<file path="src/rtl/tr_step_tracker_if.sv">
// Signal bundle between ADC capture, the step tracker and the stepper driver pins.
// Optional step_pos lane exists only when STEP_COUNT_EN is defined.
interface tr_step_tracker_if #(
  parameter int W = 12
);
  logic [W-1:0]       x;
  logic [W-1:0]       x0;
  logic [W-1:0]       dx1;
  logic [W-1:0]       dx2;
  logic               data_valid;
  logic               tr_mode_enable;
  logic               drv_enable_SM;
  logic               drv_step;
  logic               drv_dir;
  logic               pulse;
  logic [1:0]         zone;
  logic               busy;
`ifdef STEP_COUNT_EN
  logic signed [31:0] step_pos;
`endif

  modport master (
    output x, x0, dx1, dx2, data_valid, tr_mode_enable,
`ifdef STEP_COUNT_EN
    input  step_pos,
`endif
    input  drv_enable_SM, drv_step, drv_dir, pulse, zone, busy
  );

  modport slave (
    input  x, x0, dx1, dx2, data_valid, tr_mode_enable,
`ifdef STEP_COUNT_EN
    output step_pos,
`endif
    output drv_enable_SM, drv_step, drv_dir, pulse, zone, busy
  );
endinterface

</file>
<file path="src/rtl/tr_step_tracker.sv">
// Tracking regulator: steps a stepper driver so ADC sample x follows x0 (optional STEP_COUNT_EN adds step_pos).
// Latency: zone/sign register one cycle after a valid sample; a step starts >= DIR_SETUP+1 cycles after a dir change.
// Backpressure: none; data_valid samples are taken every cycle, step rate bounded by the latched zone period.
module tr_step_tracker #(
  parameter int W            = 12,
  parameter int PULSE_W      = 2,
  parameter int DIR_SETUP    = 4,
  parameter int FAST_DIV     = 500,
  parameter int SLOW_DIV     = 2000,
  parameter int HOLD_TIMEOUT = 50000
) (
  input logic              clk,
  input logic              rst,
  tr_step_tracker_if.slave bus
);

  localparam int CNT_MAX = (SLOW_DIV > DIR_SETUP) ? SLOW_DIV : DIR_SETUP;
  localparam int CW      = $clog2(CNT_MAX + 1);
  localparam int HW      = $clog2(HOLD_TIMEOUT + 1);

  localparam logic [CW-1:0] SETUP_LD  = CW'(DIR_SETUP - 1);
  localparam logic [CW-1:0] HIGH_LD   = CW'(PULSE_W - 1);
  localparam logic [CW-1:0] LOW_TRIM  = CW'(PULSE_W + 1);
  localparam logic [CW-1:0] FAST_P    = CW'(FAST_DIV);
  localparam logic [CW-1:0] SLOW_P    = CW'(SLOW_DIV);
  localparam logic [HW-1:0] HOLD_LAST = HW'(HOLD_TIMEOUT - 1);

  typedef enum logic [1:0] {
    Z_HOLD = 2'd0,
    Z_SLOW = 2'd1,
    Z_FAST = 2'd2
  } zone_t;

  typedef enum logic [2:0] {
    S_OFF   = 3'd0,
    S_IDLE  = 3'd1,
    S_SETUP = 3'd2,
    S_HIGH  = 3'd3,
    S_LOW   = 3'd4,
    S_PARK  = 3'd5
  } state_t;

  // Error is W+1 bits signed so x - x0 never overflows.
  logic signed [W:0] err;
  logic [W:0]        mag;
  zone_t             zone_calc;
  logic              sign_calc;

  assign err       = $signed({1'b0, bus.x}) - $signed({1'b0, bus.x0});
  assign mag       = err[W] ? (-err) : err;
  assign sign_calc = !err[W] && (err != '0);

  always_comb begin
    zone_calc = Z_FAST;
    if (mag < {1'b0, bus.dx1}) begin
      zone_calc = Z_HOLD;
    end else if (mag < {1'b0, bus.dx2}) begin
      zone_calc = Z_SLOW;
    end
  end

  zone_t zone_q;
  logic  sign_q;

  always_ff @(posedge clk or negedge rst) begin
    if (!rst) begin
      zone_q <= Z_HOLD;
      sign_q <= 1'b0;
    end else if (!bus.tr_mode_enable) begin
      zone_q <= Z_HOLD;
    end else if (bus.data_valid) begin
      zone_q <= zone_calc;
      sign_q <= sign_calc;
    end
  end

  state_t         state, state_n;
  logic [CW-1:0]  cnt, cnt_n;
  logic [HW-1:0]  hold_cnt, hold_n;
  logic [CW-1:0]  period, period_n;
  logic [CW-1:0]  low_len;
  logic           dir_q, dir_n;
  logic           pulse_q, pulse_n;

  // The IDLE decision cycle counts as one of the period's low cycles.
  assign low_len = period - LOW_TRIM;

  always_ff @(posedge clk or negedge rst) begin
    if (!rst) begin
      state    <= S_OFF;
      cnt      <= '0;
      hold_cnt <= '0;
      period   <= '0;
      dir_q    <= 1'b0;
      pulse_q  <= 1'b0;
    end else begin
      state    <= state_n;
      cnt      <= cnt_n;
      hold_cnt <= hold_n;
      period   <= period_n;
      dir_q    <= dir_n;
      pulse_q  <= pulse_n;
    end
  end

  always_comb begin
    state_n  = state;
    cnt_n    = cnt;
    hold_n   = '0;
    period_n = period;
    dir_n    = dir_q;
    pulse_n  = 1'b0;
    unique case (state)
      S_OFF: begin
        if (bus.tr_mode_enable) begin
          state_n = S_SETUP;
          cnt_n   = SETUP_LD;
        end
      end
      S_SETUP: begin
        if (!bus.tr_mode_enable) begin
          state_n = S_OFF;
        end else if (cnt == '0) begin
          state_n = S_IDLE;
        end else begin
          cnt_n = cnt - 1'b1;
        end
      end
      S_IDLE: begin
        if (!bus.tr_mode_enable) begin
          state_n = S_OFF;
        end else if (zone_q == Z_HOLD) begin
          if (hold_cnt == HOLD_LAST) begin
            state_n = S_PARK;
          end else begin
            hold_n = hold_cnt + 1'b1;
          end
        end else if (sign_q != dir_q) begin
          dir_n   = sign_q;
          state_n = S_SETUP;
          cnt_n   = SETUP_LD;
        end else begin
          state_n  = S_HIGH;
          cnt_n    = HIGH_LD;
          period_n = (zone_q == Z_FAST) ? FAST_P : SLOW_P;
          pulse_n  = 1'b1;
        end
      end
      S_HIGH: begin
        // A started pulse always runs its full width, even when disabled.
        if (cnt != '0) begin
          cnt_n = cnt - 1'b1;
        end else if (!bus.tr_mode_enable) begin
          state_n = S_OFF;
        end else if (low_len == '0) begin
          state_n = S_IDLE;
        end else begin
          state_n = S_LOW;
          cnt_n   = low_len - 1'b1;
        end
      end
      S_LOW: begin
        if (!bus.tr_mode_enable) begin
          state_n = S_OFF;
        end else if (cnt == '0) begin
          state_n = S_IDLE;
        end else begin
          cnt_n = cnt - 1'b1;
        end
      end
      S_PARK: begin
        if (!bus.tr_mode_enable) begin
          state_n = S_OFF;
        end else if (zone_q != Z_HOLD) begin
          state_n = S_SETUP;
          cnt_n   = SETUP_LD;
          dir_n   = sign_q;
        end
      end
      default: begin
        state_n = S_OFF;
      end
    endcase
  end

  assign bus.drv_step      = (state == S_HIGH);
  assign bus.drv_enable_SM = (state != S_OFF) && (state != S_PARK);
  assign bus.busy          = (state == S_SETUP) || (state == S_HIGH) || (state == S_LOW);
  assign bus.drv_dir       = dir_q;
  assign bus.pulse         = pulse_q;
  assign bus.zone          = zone_q;

`ifdef STEP_COUNT_EN
  logic               pos_clear;
  logic signed [31:0] step_pos_q;

  assign pos_clear = (state == S_OFF) && bus.tr_mode_enable;

  always_ff @(posedge clk or negedge rst) begin
    if (!rst) begin
      step_pos_q <= '0;
    end else if (pos_clear) begin
      step_pos_q <= '0;
    end else if (pulse_n) begin
      step_pos_q <= step_pos_q + (dir_q ? -32'sd1 : 32'sd1);
    end
  end

  assign bus.step_pos = step_pos_q;
`endif

endmodule
</file>
<file path="src/flat_wrapper.sv">
// flat-port wrapper written by rule: the top's interface ports become plain ports
module tr_step_tracker_flat 
#(
  parameter int W            = 12,
  parameter int PULSE_W      = 2,
  parameter int DIR_SETUP    = 4,
  parameter int FAST_DIV     = 500,
  parameter int SLOW_DIV     = 2000,
  parameter int HOLD_TIMEOUT = 50000
)
  (clk, rst, bus_x, bus_x0, bus_dx1, bus_dx2, bus_data_valid, bus_tr_mode_enable, bus_drv_enable_SM, bus_drv_step, bus_drv_dir, bus_pulse, bus_zone, bus_busy);
  tr_step_tracker_if #(.W(W)) bus_i ();
  input logic clk;
  input logic rst;
  input wire logic [$bits(bus_i.x)-1:0] bus_x;
  input wire logic [$bits(bus_i.x0)-1:0] bus_x0;
  input wire logic [$bits(bus_i.dx1)-1:0] bus_dx1;
  input wire logic [$bits(bus_i.dx2)-1:0] bus_dx2;
  input wire logic [$bits(bus_i.data_valid)-1:0] bus_data_valid;
  input wire logic [$bits(bus_i.tr_mode_enable)-1:0] bus_tr_mode_enable;
  output wire logic [$bits(bus_i.drv_enable_SM)-1:0] bus_drv_enable_SM;
  output wire logic [$bits(bus_i.drv_step)-1:0] bus_drv_step;
  output wire logic [$bits(bus_i.drv_dir)-1:0] bus_drv_dir;
  output wire logic [$bits(bus_i.pulse)-1:0] bus_pulse;
  output wire logic [$bits(bus_i.zone)-1:0] bus_zone;
  output wire logic [$bits(bus_i.busy)-1:0] bus_busy;
  assign bus_i.x = bus_x;
  assign bus_i.x0 = bus_x0;
  assign bus_i.dx1 = bus_dx1;
  assign bus_i.dx2 = bus_dx2;
  assign bus_i.data_valid = bus_data_valid;
  assign bus_i.tr_mode_enable = bus_tr_mode_enable;
  assign bus_drv_enable_SM = bus_i.drv_enable_SM;
  assign bus_drv_step = bus_i.drv_step;
  assign bus_drv_dir = bus_i.drv_dir;
  assign bus_pulse = bus_i.pulse;
  assign bus_zone = bus_i.zone;
  assign bus_busy = bus_i.busy;
  tr_step_tracker #(.W(W), .PULSE_W(PULSE_W), .DIR_SETUP(DIR_SETUP), .FAST_DIV(FAST_DIV), .SLOW_DIV(SLOW_DIV), .HOLD_TIMEOUT(HOLD_TIMEOUT)) u_core (.clk(clk), .rst(rst), .bus(bus_i));
endmodule
</file>
<file path="config.mk">
export PLATFORM = sky130hd
export DESIGN_NAME = tr_step_tracker_flat
export DESIGN_NICKNAME = d
export VERILOG_FILES = /design/src/rtl/tr_step_tracker_if.sv /design/src/rtl/tr_step_tracker.sv /design/src/flat_wrapper.sv
export SDC_FILE = /design/constraint.sdc
export NUM_CORES = 1
export LEC_CHECK = 0
export CAP_MARGIN = 10
export CORE_MARGIN = 2
export CORE_UTILIZATION = 25
export CTS_CLUSTER_DIAMETER = 40
export DETAILED_ROUTE_END_ITERATION = 7
export SYNTH_ARGS = -nofsm -noshare
export SYNTH_HDL_FRONTEND = slang
export SYNTH_SLANG_ARGS = --single-unit
</file>
<file path="constraint.sdc">
create_clock -name clk -period 3.7 [get_ports clk]
set_input_delay 1.11 -clock clk [delete_from_list [all_inputs] [get_ports clk]]
set_output_delay 1.11 -clock clk [all_outputs]
set_load 0.03 [all_outputs]
</file>
; ---- Word level (Yosys, flattened, before mapping)
; Index checks and enable logic that the tools add are counted.
[op_classes]
n_addsub = 6
magnitude_cmp = 2
n_eq_ne = 24
mux = 45
n_bitwise = 2
n_reduce_logical = 21
[ops]
columns = op, count
row1 = $mux 11, 11
row2 = $mux 16, 4
row3 = $pmux 11 s5, 1
row4 = $mux 3, 11
row5 = $lt 13x12->1, 2
row6 = $logic_not 11->1, 2
row7 = $sub 11x1->11 const B, 2
row8 = $add 16x1->16 const B, 1
row9 = $eq 16x16->1 const B, 1
row10 = $pmux 3 s5, 1
row11 = $ne 2x2->1 const B, 7
row12 = $mux 13, 1
row13 = $neg 13->13, 1
row14 = $reduce_bool 13->1, 1
row15 = $sub 12x12->13, 1
row16 = $ne 3x2->1 const B, 4
row17 = $reduce_bool 11->1, 1
row18 = $sub 11x2->11 const B, 1
row19 = $mux 1, 10
row20 = $mux 2, 5
row21 = $reduce_and 10->1, 1
row22 = $eq 3x2->1 const B, 2
row23 = $eq 3x3->1 const B, 2
row24 = $ne 2x1->1 const B, 3
row25 = 20 further kinds, 24
[word_totals]
regBits = 46
input_bits = 52
output_inout_bits = 7
word_cells = 108

; ---- Depth between registers and ports, before layout
[depth]
word_depth = 8
ltp_mapped = 18

; ---- Least setup slack after synthesis
; OpenSTA, ideal clock, no wires.
[synth_path]
path_type = input to register
from = in bus_x[0]
to = reg u_core.zone_q[0], in the netlist u_core.bus.zone[0]
arrival_ns = 4.360
required_time_ns = 3.579
path_slack_ns = -0.781
cell_stages = 17
n_path_buf = 0
path_cell_list = inv_1 ha_1 fa_1 nand2b_1 a21o_1 a311oi_1 nand4bb_1 nor3_2 a21oi_1 xnor2_1 ha_1 a2111oi_0 o21ai_0 o2111ai_1 a21oi_1 nor2b_1 a22o_1
[synth_via]
elab_chain_cells = 8
word_cells_on_any_way = 9
classes_between = add/sub: 2 / order compare: 2 / mux: 5
[synth_rtl]
columns = element, line_no
row1 = "start, declared", flat_wrapper.sv:15  ; input wire logic [$bits(bus_i.x)-1:0] bus_x;
row2 = $sub 12x12->13 *, tr_step_tracker.sv:49  ; assign err = $signed({1'b0, bus.x}) - $signed({1'b0, bus.x0});
row3 = $neg 13->13, tr_step_tracker.sv:50  ; assign mag = err[W] ? (-err) : err;
row4 = $mux 13 *, tr_step_tracker.sv:50
row5 = $lt 13x12->1, tr_step_tracker.sv:57  ; end else if (mag < {1'b0, bus.dx2}) begin
row6 = $mux 2, tr_step_tracker.sv:57
row7 = $mux 2 *, tr_step_tracker.sv:55  ; if (mag < {1'b0, bus.dx1}) begin
row8 = $mux 2 *, tr_step_tracker.sv:71  ; end else if (bus.data_valid) begin
row9 = $mux 2 *, tr_step_tracker.sv:69  ; end else if (!bus.tr_mode_enable) begin
row10 = "end signal, assigned", tr_step_tracker.sv:72  ; zone_q <= zone_calc;
row11 = "end, declared", tr_step_tracker.sv:62  ; zone_t zone_q;
; Every way passes the cells marked *; elsewhere a longest branch is shown, timed or not. The select of a mux whose other input is x is not followed.
; A chain may end at the register's enable or synchronous reset.

; ---- Worst setup path in the final report
[layout_path]
from = in bus_x[0]
to = reg u_core.zone_q[1], in the netlist u_core.bus.zone[1]
; The elaborated chain is that of the path after synthesis.

==> flow_summary_export.csv <==
group,metric,value,unit
run_status,status,"complete, but fails checks",
run_status,failed_checks,"negative setup slack",
drt,routed_via_density,4.790,
floorplan,die_x,125.3,um
timing,fin_tns_setup,-806.0,ps
flow_run,maxCapViolCount,0,
cts,clk_latency,280,ps
synth,ys_warn_count,0,
synth,syn_area,3677,um^2
critical_path,worst_ep_required_time,3860,ps
global_route,overflow,0,
synth,synth-edff-count,0,
critical_path,worstPathCellList,"buf_8, inv_8, ha_4, fa_2, nand2b_4, a21o_1, a311oi_4, nand4bb_4, nor3_4, buf_6, a41oi_4, xnor2_2, ha_2, or4_4, a21oi_2, a31oi_2, a22oi_1, o21ai_1",
pwr,power.density,511.7,nW/um^2
timing,hold_viol,0,
pwr,ir_drop,0.0002798,V
layout,mostFrequentLayoutCell,"buf_4",
floorplan,fp-row-count,44,
global_route,grt_pass1_vias,3687,
floorplan,fp.dieArea,15700,um^2
critical_path,cp_slowest_stage_delay,470,ps
hold_path,hold_path_class,"register to register",
timing,fin_crit,4131,ps
synth,seq_area_frac_synth,25.86,%
global_route,grt_max_degree,39,
layout,fin_nets,686,
timing,slew_viol_final,0,
global_route,antenna_found_initial,0,
synth,synthesis.nets,556,
cts,clkTransAtPathRegs,60,ps
timing,hold_slack,465.2,ps
placed_design,pre_cts_ws,-1284,ps
drt,first_iter_violations,157,
critical_path,crit_slowest_cell,"or4_4",
synth,syn_area_per_cell,7.994,um^2
synth,ys_seq_elements,38,
critical_path,end_kind,"register",
cts,cts_root_buf,"clkbuf_16",
cts,cts_tree,"yes",
critical_path,crit_arrival,4290,ps
cts,cts_made_buffers,5,
synth,synth_cell_types,60,
critical_path,cp.buffers_inverters,3,
synth,synth_async_sr_flop_share,100.0,%
floorplan,dieHeight,125.3,um
critical_path,cp-start-kind,"input pin",
pwr,p_leak,0.002521,uW
cts,cts_sinks,38,
timing,worstMarginPinSlew,665.8,ps
cts,cts_hold_buf,0,
drt,drtPass1Iterations,4,
cts,htree_levels,2,
global_route,grt.total_usage,12.19,%
placed_design,io_buffers,58,
placed_design,routabilityCongestion,0.8485,
timing,fmax,0.2421,GHz
floorplan,start_util,25.40,%
synth,synthFlopType,"dfrtp_1",
floorplan,boundaryPins,59,
timing,fin_crit_sh,111.7,%
layout,drive_above_1_share,27.75,%
critical_path,path_class,"input pin to register",
critical_path,cp_top_family,"compound AO/OA/AOI/OAI gates",
drt,routedWlPerCell,12.91,um
drt,drc,0,
timing,finalSetupViolCount,2,
drt,vias,3712,
timing,fin_ws,-431.2,ps
layout,layout_common_cells,"buf_4 (66), nor2_1 (54), inv_1 (43), clkdlybuf4s50_1 (40), dfrtp_1 (38)",
pwr,total_power,2874,uW
layout,layout-area-overhead-vs-synth,52.74,%
critical_path,crit_path_max_fanout,4,
cts,clockBufferDepth,2,
drt,routed_wl,10.00,mm
synth,syn_inst,460,
timing,relSlewSlack,55.53,%
floorplan,core,14480,um^2
drt,ant_nets,0,
placed_design,dp_hpwl,7.658,mm
layout,diodes,0,
global_route,grt_pass1_wl,16.48,mm
timing,rsz0062_at_grt,"yes",
timing,clock_skew,6.396,ps
## layout make-up
cell class,count,area (um^2)
sequential,38,950.9
clock buffer,5,125.1
tap,184,230.2
multi-input combinational,359,2875
inverter,52,202.7
fill,1459,8862
clock inverter,3,68.82
timing repair buffer,134,1164
## kinds of logic (layout without fill, tap and decap cells)
family                   after synthesis  count (layout)  share of synthesized area [%]
AO/OA/AOI/OAI                        126             126                          22.22
XOR/XNOR                              31              31                          7.383
adder cells (fa/ha/maj)               44              44                          15.18
buffers and inverters                 63             194                          6.601
flip-flops                            38              38                          25.86
multiplexers                           4               4                          1.191
AND/OR/NAND/NOR                      154             154                          21.57
## where the power goes
group	leakage, uW	total (uW)	internal (uW)	switching (uW)
registers	0.000511	660	511	149
logic	0.00192	1650	792	862
clock network	0.0000940	559	387	172
total	0.00252	2870	1690	1180
## sequential cells by signal (all words and copies together), names as in the netlist
register	cells
u_core.bus.zone	2
u_core.period	3
u_core.cnt	11
u_core.bus.pulse	1
u_core.hold_cnt	16
u_core.sign_q	1
u_core.bus.drv_dir	1
u_core.state	3
## metrics by stage
stage	cells	utilization, %	cell area (um^2)
detailed placement	747	34.01	4925
finish	775	38.79	5617
global placement	747	34.01	4925
CTS	766	37.32	5404
floorplan	460	-	3747
global route	775	38.79	5617
## layer usage
metal | vias to the layer above | global-route usage, % | part of all wire [%]
met5 | - | 0 | 0
met4 | 0 | 2.745 | 1.3
li1 | 1898 | - | -
met2 | 59 | 22.57 | 51
met3 | 13 | 1.455 | 2.5
met1 | 1742 | 15.09 | 45
## final timing paths
path,slack [ps],end,startpoint,cells past startpoint
min reg2reg,470,u_core.hold_cnt[0],u_core.hold_cnt[0],1
max reg2reg,630,u_core.cnt[5],u_core.cnt[0],10
min,470,u_core.hold_cnt[0],u_core.hold_cnt[0],1
max in group asynchronous,2120,u_core.bus.drv_dir,rst,2
max,-430,u_core.bus.zone[1],bus_x[0],18
min in group asynchronous,1250,u_core.cnt[2],rst,2
## timing repair
| item | 4_1_cts | 5_1_grt |
|---|---|---|
| pin swaps | 38 | 38 |
| endpoints found under the setup margin | 2 | 2 |
| buffers inserted | 12 | 9 |
| resized for setup | 77 | 47 |
## Yosys cell counts (5+ instances only)
library cell	number	area (um^2)
nand2_1	26	97.59
nor2_1	55	206.5
dfrtp_1	38	950.9
a22o_1	5	43.79
nor3_1	8	40.04
xnor2_1	18	157.7
xor2_1	13	113.9
nand2b_1	8	50.05
nand3_1	14	70.07
a211oi_1	6	45.04
nor2b_1	8	50.05
or3_1	7	43.79
a21o_1	7	52.55
a31oi_1	7	43.79
a21oi_1	34	170.2
inv_1	52	195.2
clkbuf_1	8	30.03
ha_1	43	538.0
o21ai_0	30	150.1
Power figures use the tool's default switching activity.
